[config.mk]
export PLATFORM = sky130hd
export DESIGN_NAME = tdc_meas_seq
export DESIGN_NICKNAME = d
export VERILOG_FILES = /design/src/rtl/tdc_meas_seq.sv
export SDC_FILE = /design/constraint.sdc
export NUM_CORES = 1
export LEC_CHECK = 0
export BUFFER_PORTS_ARGS = -buffer_cell sky130_fd_sc_hd__buf_2
export CAP_MARGIN = 10
export CORE_MARGIN = 4
export CORE_UTILIZATION = 54
export CTS_CLUSTER_SIZE = 24
export DETAILED_ROUTE_END_ITERATION = 10
export GPL_TIMING_DRIVEN = 0
export PLACE_DENSITY_LB_ADDON = 0.15
export SLEW_MARGIN = 20
export SYNTH_ARGS = -nofsm -noshare
export SYNTH_HDL_FRONTEND = slang
export SYNTH_SLANG_ARGS = --single-unit
[constraint.sdc]
create_clock -name clk -period 2.55 [get_ports clk]
set_input_delay 0.255 -clock clk [delete_from_list [all_inputs] [get_ports clk]]
set_output_delay 0.255 -clock clk [all_outputs]
set_load 0.03 [all_outputs]
[src/rtl/tdc_meas_seq.sv]
// tdc_meas_seq: burst measurement sequencer for the tdc_delay TDC.
// Runs N start/stop measurements with a programmable start-to-stop interval.
// Each sample is accumulated into sum/min/max, and the burst result is
// offered on a valid/ready interface.
module tdc_meas_seq #(
  parameter int CNT_W  = 32,
  parameter int SETTLE = 4
) (
  input  logic               clk,
  input  logic               rst,
  input  logic               go,
  input  logic               abort,
  input  logic [7:0]         cfg_delay,
  input  logic [3:0]         cfg_samples,
  output logic               tdc_start,
  output logic               tdc_stop,
  input  logic [CNT_W-1:0]   tdc_count,
  output logic               busy,
  output logic               res_valid,
  input  logic               res_ready,
  output logic [CNT_W+3:0]   res_sum,
  output logic [CNT_W-1:0]   res_min,
  output logic [CNT_W-1:0]   res_max,
  output logic [4:0]         res_n
);

  typedef enum logic [2:0] {
    S_IDLE,
    S_START,
    S_SETTLE,
    S_CAPTURE,
    S_GAP,
    S_DONE
  } state_t;

  // Last value of the in-state cycle counter for the settle window.
  localparam logic [7:0] SETTLE_LAST = 8'(SETTLE - 1);

  state_t             state_q, state_d;
  logic [7:0]         cnt_q, cnt_d;       // cycles spent in the current state
  logic [7:0]         dly_q, dly_d;       // effective start-to-stop interval D
  logic [4:0]         nsmp_q, nsmp_d;     // burst length N
  logic [CNT_W+3:0]   acc_sum_q, acc_sum_d;
  logic [CNT_W-1:0]   acc_min_q, acc_min_d;
  logic [CNT_W-1:0]   acc_max_q, acc_max_d;
  logic [4:0]         acc_n_q, acc_n_d;
  logic [CNT_W+3:0]   res_sum_q, res_sum_d;
  logic [CNT_W-1:0]   res_min_q, res_min_d;
  logic [CNT_W-1:0]   res_max_q, res_max_d;
  logic [4:0]         res_n_q, res_n_d;
  logic               start_q, start_d;
  logic               stop_q, stop_d;
  logic               busy_q, busy_d;
  logic               valid_q, valid_d;

  // Next-state, accumulator and registered-output logic.
  always_comb begin
    state_d   = state_q;
    cnt_d     = cnt_q + 8'd1;
    dly_d     = dly_q;
    nsmp_d    = nsmp_q;
    acc_sum_d = acc_sum_q;
    acc_min_d = acc_min_q;
    acc_max_d = acc_max_q;
    acc_n_d   = acc_n_q;
    res_sum_d = res_sum_q;
    res_min_d = res_min_q;
    res_max_d = res_max_q;
    res_n_d   = res_n_q;

    case (state_q)
      S_IDLE: begin
        cnt_d = 8'd0;
        if (go) begin
          dly_d     = (cfg_delay == 8'd0) ? 8'd1 : cfg_delay;
          nsmp_d    = {1'b0, cfg_samples} + 5'd1;
          acc_sum_d = '0;
          acc_min_d = '1;
          acc_max_d = '0;
          acc_n_d   = 5'd0;
          state_d   = S_START;
        end
      end
      S_START: begin
        if (cnt_q == dly_q - 8'd1) begin
          cnt_d   = 8'd0;
          state_d = S_SETTLE;
        end
      end
      S_SETTLE: begin
        if (cnt_q == SETTLE_LAST) begin
          cnt_d   = 8'd0;
          state_d = S_CAPTURE;
        end
      end
      S_CAPTURE: begin
        // The sample is the count present during this single cycle.
        acc_sum_d = acc_sum_q + {4'b0000, tdc_count};
        if (tdc_count < acc_min_q) acc_min_d = tdc_count;
        if (tdc_count > acc_max_q) acc_max_d = tdc_count;
        acc_n_d   = acc_n_q + 5'd1;
        cnt_d     = 8'd0;
        state_d   = S_GAP;
      end
      S_GAP: begin
        if (cnt_q == 8'd1) begin
          cnt_d   = 8'd0;
          state_d = (acc_n_q < nsmp_q) ? S_START : S_DONE;
        end
      end
      S_DONE: begin
        cnt_d = 8'd0;
        if (valid_q && res_ready) state_d = S_IDLE;
      end
      default: begin
        cnt_d   = 8'd0;
        state_d = S_IDLE;
      end
    endcase

    // Abort wins over every other transition outside IDLE.
    if (abort && (state_q != S_IDLE)) begin
      state_d = S_IDLE;
      cnt_d   = 8'd0;
    end

    // Result registers are only loaded when a burst completes, so they hold
    // the last completed burst through IDLE and aborted bursts.
    if ((state_q == S_GAP) && (state_d == S_DONE)) begin
      res_sum_d = acc_sum_q;
      res_min_d = acc_min_q;
      res_max_d = acc_max_q;
      res_n_d   = acc_n_q;
    end

    // Outputs are decoded from the next state so they are registered yet
    // aligned with the state they describe.
    start_d = (state_d == S_START) || (state_d == S_SETTLE) || (state_d == S_CAPTURE);
    stop_d  = (state_d == S_SETTLE) || (state_d == S_CAPTURE);
    busy_d  = (state_d != S_IDLE);
    valid_d = (state_d == S_DONE);
  end

  // State and datapath registers with synchronous reset.
  always_ff @(posedge clk) begin
    if (rst) begin
      state_q   <= S_IDLE;
      cnt_q     <= 8'd0;
      dly_q     <= 8'd1;
      nsmp_q    <= 5'd1;
      acc_sum_q <= '0;
      acc_min_q <= '0;
      acc_max_q <= '0;
      acc_n_q   <= 5'd0;
      res_sum_q <= '0;
      res_min_q <= '0;
      res_max_q <= '0;
      res_n_q   <= 5'd0;
      start_q   <= 1'b0;
      stop_q    <= 1'b0;
      busy_q    <= 1'b0;
      valid_q   <= 1'b0;
    end else begin
      state_q   <= state_d;
      cnt_q     <= cnt_d;
      dly_q     <= dly_d;
      nsmp_q    <= nsmp_d;
      acc_sum_q <= acc_sum_d;
      acc_min_q <= acc_min_d;
      acc_max_q <= acc_max_d;
      acc_n_q   <= acc_n_d;
      res_sum_q <= res_sum_d;
      res_min_q <= res_min_d;
      res_max_q <= res_max_d;
      res_n_q   <= res_n_d;
      start_q   <= start_d;
      stop_q    <= stop_d;
      busy_q    <= busy_d;
      valid_q   <= valid_d;
    end
  end

  assign tdc_start = start_q;
  assign tdc_stop  = stop_q;
  assign busy      = busy_q;
  assign res_valid = valid_q;
  assign res_sum   = res_sum_q;
  assign res_min   = res_min_q;
  assign res_max   = res_max_q;
  assign res_n     = res_n_q;

endmodule

# Yosys cells after proc, flatten, opt, wreduce, memory -nomap -nowiden
# Index checks and enable logic that the tools add are counted.
[op_classes]
n_addsub = 5
order_cmp = 3
n_eq_ne = 15
mux = 23
reduce_logical = 16
[op_table]
columns = ["cell", "count"]
rows = [
  ["2-to-1 mux 32 bit", 4],
  ["one-hot mux 32 bit (2 select lines)", 2],
  ["one-hot mux 36 bit (2 select lines)", 1],
  ["adder 36 x 32 -> 36 bit", 1],
  ["2-to-1 mux 36 bit", 1],
  ["greater-than comparator 32 bit", 1],
  ["less-than comparator 32 bit", 1],
  ["2-to-1 mux 8 bit", 4],
  ["one-hot mux 8 bit (3 select lines)", 1],
  ["2-to-1 mux 3 bit", 7],
  ["one-hot mux 3 bit (6 select lines)", 1],
  ["equality test 3 x 2 -> 1 bit (second input constant)", 4],
  ["one-hot mux 5 bit (2 select lines)", 1],
  ["equality test 3 bit (second input constant)", 3],
  ["adder 8 x 1 -> 8 bit (second input constant)", 1],
  ["equality test 8 x 1 -> 1 bit (second input constant)", 1],
  ["equality test 8 x 2 -> 1 bit (second input constant)", 1],
  ["equality test 8 bit", 1],
  ["zero test 8 bit", 1],
  ["subtractor 8 x 1 -> 8 bit (second input constant)", 1],
  ["equality test 3 x 1 -> 1 bit (second input constant)", 2],
  ["!= test 2 bit (second input constant)", 3],
  ["AND reduction 3 bit", 2],
  ["nonzero test 3 bit", 2],
  ["other kinds (10)", 15],
]
[totals]
ff_bits = 238
input_bits = 49
word_cells = 78

# Logic depth before layout (Yosys ltp)
[logic_depth]
depth_word = 8
ltp_mapped = 11

# Least setup slack after synthesis
# Ideal clock, no wire load.
[synth_timing]
path_type = "reg2reg"
from = "register acc_sum_q[0]"
to = "register acc_sum_q[32]"
t_arrival_ns = 2.315
setup_slack_ns = 0.135
stages_incl_launch_ff = 10
n_path_buf = 0
period_less_slack_ns = 2.415
cell_sequence = "dfxtp_1 -> ha_1 -> fa_1 -> a21oi_1 -> o21ai_0 -> a22oi_1 -> o21ai_2 -> a311oi_1 -> o21ai_0 -> o41ai_1"
[synth_between]
elab_chain_len = 2
[synth_lines]
columns = ["element", "line_no", "rtl"]
rows = [
  ["start: declaration", "43", "logic [CNT_W+3:0] acc_sum_q, acc_sum_d;"],
  ["start signal: assignment", "168", "acc_sum_q <= acc_sum_d;"],
  ["adder 36 x 32 -> 36 bit", "98", "acc_sum_d = acc_sum_q + {4'b0000, tdc_count};"],
  ["one-hot mux 36 bit (2 select lines)", "71", "case (state_q)"],
]
# No other way between the ends.
# A chain may end at the register's enable or synchronous reset.

# Worst setup path after layout
[layout_timing]
from = "register acc_min_q[29]"
to = "register acc_min_q[11]"
[layout_between]
elab_chain_len = 3
[layout_lines]
columns = ["element", "line_no", "rtl"]
rows = [
  ["start: declaration", "44", "logic [CNT_W-1:0] acc_min_q, acc_min_d;"],
  ["start signal: assignment", "169", "acc_min_q <= acc_min_d;"],
  ["less-than comparator 32 bit", "99", "if (tdc_count < acc_min_q) acc_min_d = tdc_count;"],
  ["!= test 2 bit (no source line)", "-", ""],
  ["AND reduction 3 bit (no source line)", "-", ""],
]
# No other way between the ends.

==> results.sh <==
export IMPL_grt_pass1_wl_um=60900
export IMPL_setup_violations=0
export IMPL_postLayoutSetupSlackWorst_ns=0.0551
export IMPL_peakVddDrop_mv=0.403
export IMPL_synth_most_common_cell="nand2b_1"
export IMPL_ys_async_sr_fraction_pct=0
export IMPL_power_leakage_nw=6.84
export IMPL_yosysSeqAreaShare_pct=34.7
export IMPL_grt_max_degree=13
export IMPL_clockRootBuffer="clkbuf_16"
export IMPL_hpwlAfterDp_um=28200
export IMPL_synth_area_leaders="dfxtp_1 35%, mux2i_1 13%, nand2b_1 11%"
export IMPL_vias=11800
export IMPL_arrival_ns=2.95
export IMPL_synth_compound_area_share_pct=13.2
export IMPL_synth_enable_flop_cells=0
export IMPL_preCtsSetupSlack_ns=-0.577
export IMPL_fin_tns_setup_ns=0
export IMPL_path_max_fanout=5
export IMPL_boundaryPins=158
export IMPL_start_util_pct=54.7
export IMPL_fmax_mhz=401
export IMPL_clk_insertion_delay_late_ns=0.53
export IMPL_relSlewSlack_pct=32.7
export IMPL_yosysWarnings=0
export IMPL_slowest_delay_ns=0.39
export IMPL_skew_ns=0.0127
export IMPL_synth_top_area_share_pct=34.7
export IMPL_wirelength_um=38700
export IMPL_synthXorXnorAreaFrac_pct=2.48
export IMPL_path_cells="inv_2 > ha_4 > a21o_1 > a21oi_2 > o22ai_1 > or3_4 > or3_4 > o22ai_4 > buf_12 > buf_8 > mux2i_1"
export IMPL_synth_top_family_by_area="simple AND/OR/NAND/NOR gates"
export IMPL_area_growth_pct=20.9
export IMPL_reg2reg_depth=11
export IMPL_portBuffers=156
export IMPL_ff2ff_setup_slack_ns=0.06
export IMPL_critPathLaunchType="register"
export IMPL_path_class="register to register"
export IMPL_tightest_slew_ns=1.01
export IMPL_track_usage_pct=26.4
export IMPL_endpoint="acc_min_q[11]"
export IMPL_cts_max_level=1
export IMPL_cp_slowest_cell="or3_4"
export IMPL_synth_top_cells_by_count="248 x nand2b_1, 238 x dfxtp_1, 173 x mux2i_1, 104 x ha_1"
export IMPL_vias_per_cell=5.62
export IMPL_netlist_instances=1534
export IMPL_critPathLaunch="acc_min_q[29]"
export IMPL_maxCapViolCount=0
export IMPL_holdCritPathClass="input pin to register"
export IMPL_hold_viol=0
export IMPL_die_w_um=167
export IMPL_dieArea_mm2=0.0280
export IMPL_ys_flop_type="dfxtp_1"
export IMPL_grt_antenna_before_repair=0
export IMPL_syn_nets=1688
export IMPL_die_h_um=167
export IMPL_rr_startpoint="acc_min_q[29]"
export IMPL_cts_tree="yes"
export IMPL_clk_pin_slew_ns=0.06
export IMPL_synth_avg_cell_area_um2=8.95
export IMPL_hp_start="cfg_samples[3]"
export IMPL_cts_sinks=238
export IMPL_min_period_over_period_pct=97.8
export IMPL_cp_data_required_time_ns=3.01
export IMPL_timing_final_max_slew_violations=0
export IMPL_drive_gt1_share_pct=21.5
export IMPL_endpoint_kind="register"
export IMPL_overflow=0
export IMPL_cts_buffer_depth=3
export IMPL_powerDensity_mw_per_mm2=531
export IMPL_rsz0062_at_grt="true"
export IMPL_numCtsBuffers=26
export IMPL_route_detailed_drc=0
export IMPL_synthAdderAreaFrac_pct=9.63
export IMPL_status="completed"
export IMPL_syn_area_mm2=0.0137
export IMPL_ys_seq_elements=238
export IMPL_synth_distinct_cells=71
export IMPL_drt_iter0_drc=689
export IMPL_diodes=0
export IMPL_antenna_left=0
export IMPL_core_mm2=0.0251
export IMPL_placed_cell_area_mm2=0.0149
export IMPL_utilization_pct=66.1
export IMPL_crit_path_frequent_cell="or3_4"
export IMPL_drtPass1Iterations=5
export IMPL_r2r_end="acc_min_q[11]"
export IMPL_synthSimpleGateAreaFrac_pct=22.1
export IMPL_period_minus_slack_ns=2.49
export IMPL_synthMuxAreaShare_pct=12.8
export IMPL_fin_area_mm2=0.0166
export IMPL_routabilityCongestion=0.905
export IMPL_nets=1898
export IMPL_row_count=58
export IMPL_wire_per_inst_um=18.5
export IMPL_synth_top_cell_by_area="dfxtp_1"
export IMPL_grt_pass1_vias=11600
==> report_power, final <==
part | internal (W) | switching (W)
Combinational | 0.000434 | 0.000622
Clock | 0.00235 | 0.00155
Sequential | 0.00380 | 0.0000639
Total | 0.00658 | 0.00223
==> through the flow <==
stage / total power [W] / hold slack (ns) / instances
finish: 0.00881 / 0.0228 / 2091
global route: 0.00914 / 0.0388 / 2091
CTS: 0.00882 / 0.00974 / 2082
detailed placement: 0.00489 / 0.457 / 2020
global placement: 0.00486 / 0.444 / 2020
floorplan: 0.00457 / 0.379 / 1534
==> critical path: cells and delay by family (launching register included) <==
| family | cells | cell delay, ns |
|---|---|---|
| AND/OR/NAND/NOR | 2 | 0.75 |
| flip-flops | 1 | 0.34 |
| multiplexers | 1 | 0.20 |
| buffers and inverters | 3 | 0.35 |
| AO/OA/AOI/OAI | 4 | 0.57 |
| adder cells (fa/ha/maj) | 1 | 0.21 |
==> routing by layer <==
| layer | global-route usage [%] | up-vias | share of wire [%] |
|---|---|---|---|
| met3 | 4.39 | 66 | 5.5 |
| li1 | - | 5772 | - |
| met5 | 0 | - | 0 |
| met2 | 45.4 | 317 | 47 |
| met1 | 34.0 | 5603 | 45 |
| met4 | 7.90 | 0 | 2.9 |
==> cell usage in the layout, fill, tap and decap left out, types with 21 or more instances in the layout <==
master and instances:
buf_2 163, dfxtp_1 217, nand2_1 65, a21o_1 21, o21bai_1 33, o21ai_0 29
clkbuf_16 28, inv_1 75, a21oi_1 52, nor2_1 77, mux2i_1 171, xor2_1 24
ha_1 89, nand4_1 21, nand3_1 23, or2_2 36, clkbuf_1 60, nand2b_1 248
==> flip-flops by register name (all words and copies together), names as in the netlist, 5 cells and up <==
signal     count
acc_sum_q     36
cnt_q          8
res_sum       36
res_min       32
acc_min_q     32
dly_q          8
res_max       32
nsmp_q         5
acc_max_q     32
res_n          5
acc_n_q        5
==> logic make-up after synthesis <==
family	Yosys count
fa+ha+maj	105
xor+xnor	38
flops	238
mux	175
buf+inv	165
compound gates	264
simple gates	549
==> layout make-up <==
type                       count  area, um2
inverter                      81        307
clock buffer                  40        805
clock inverter                 5       75.1
buffer                        78        423
timing repair buffer         188       1130
fill                        2141       8520
multi-input combinational   1131       8640
sequential                   238       4790
tap                          330        413
==> how the worst min path moves through the flow <==
stage          cells past startpoint         to
6_report                           3  nsmp_q[4]
3_5_place_dp                       2  nsmp_q[1]
3_3_place_gp                       2  nsmp_q[1]
5_1_grt                            3  nsmp_q[4]
4_1_cts                            3  nsmp_q[4]
2_1_floorplan                      1  tdc_start
==> timing repair <==
item / 4_1_cts / 5_1_grt
hold buffers: 7 / 0
endpoints found under the setup margin: 94 / 160
gates resized for setup: 49 / 78
endpoints found under the hold margin: 7 / 0
gates cloned: 2 / 1
setup buffers: 11 / 11
pin swaps: 15 / 14
Note: power is estimated with default switching activity, not from simulation.
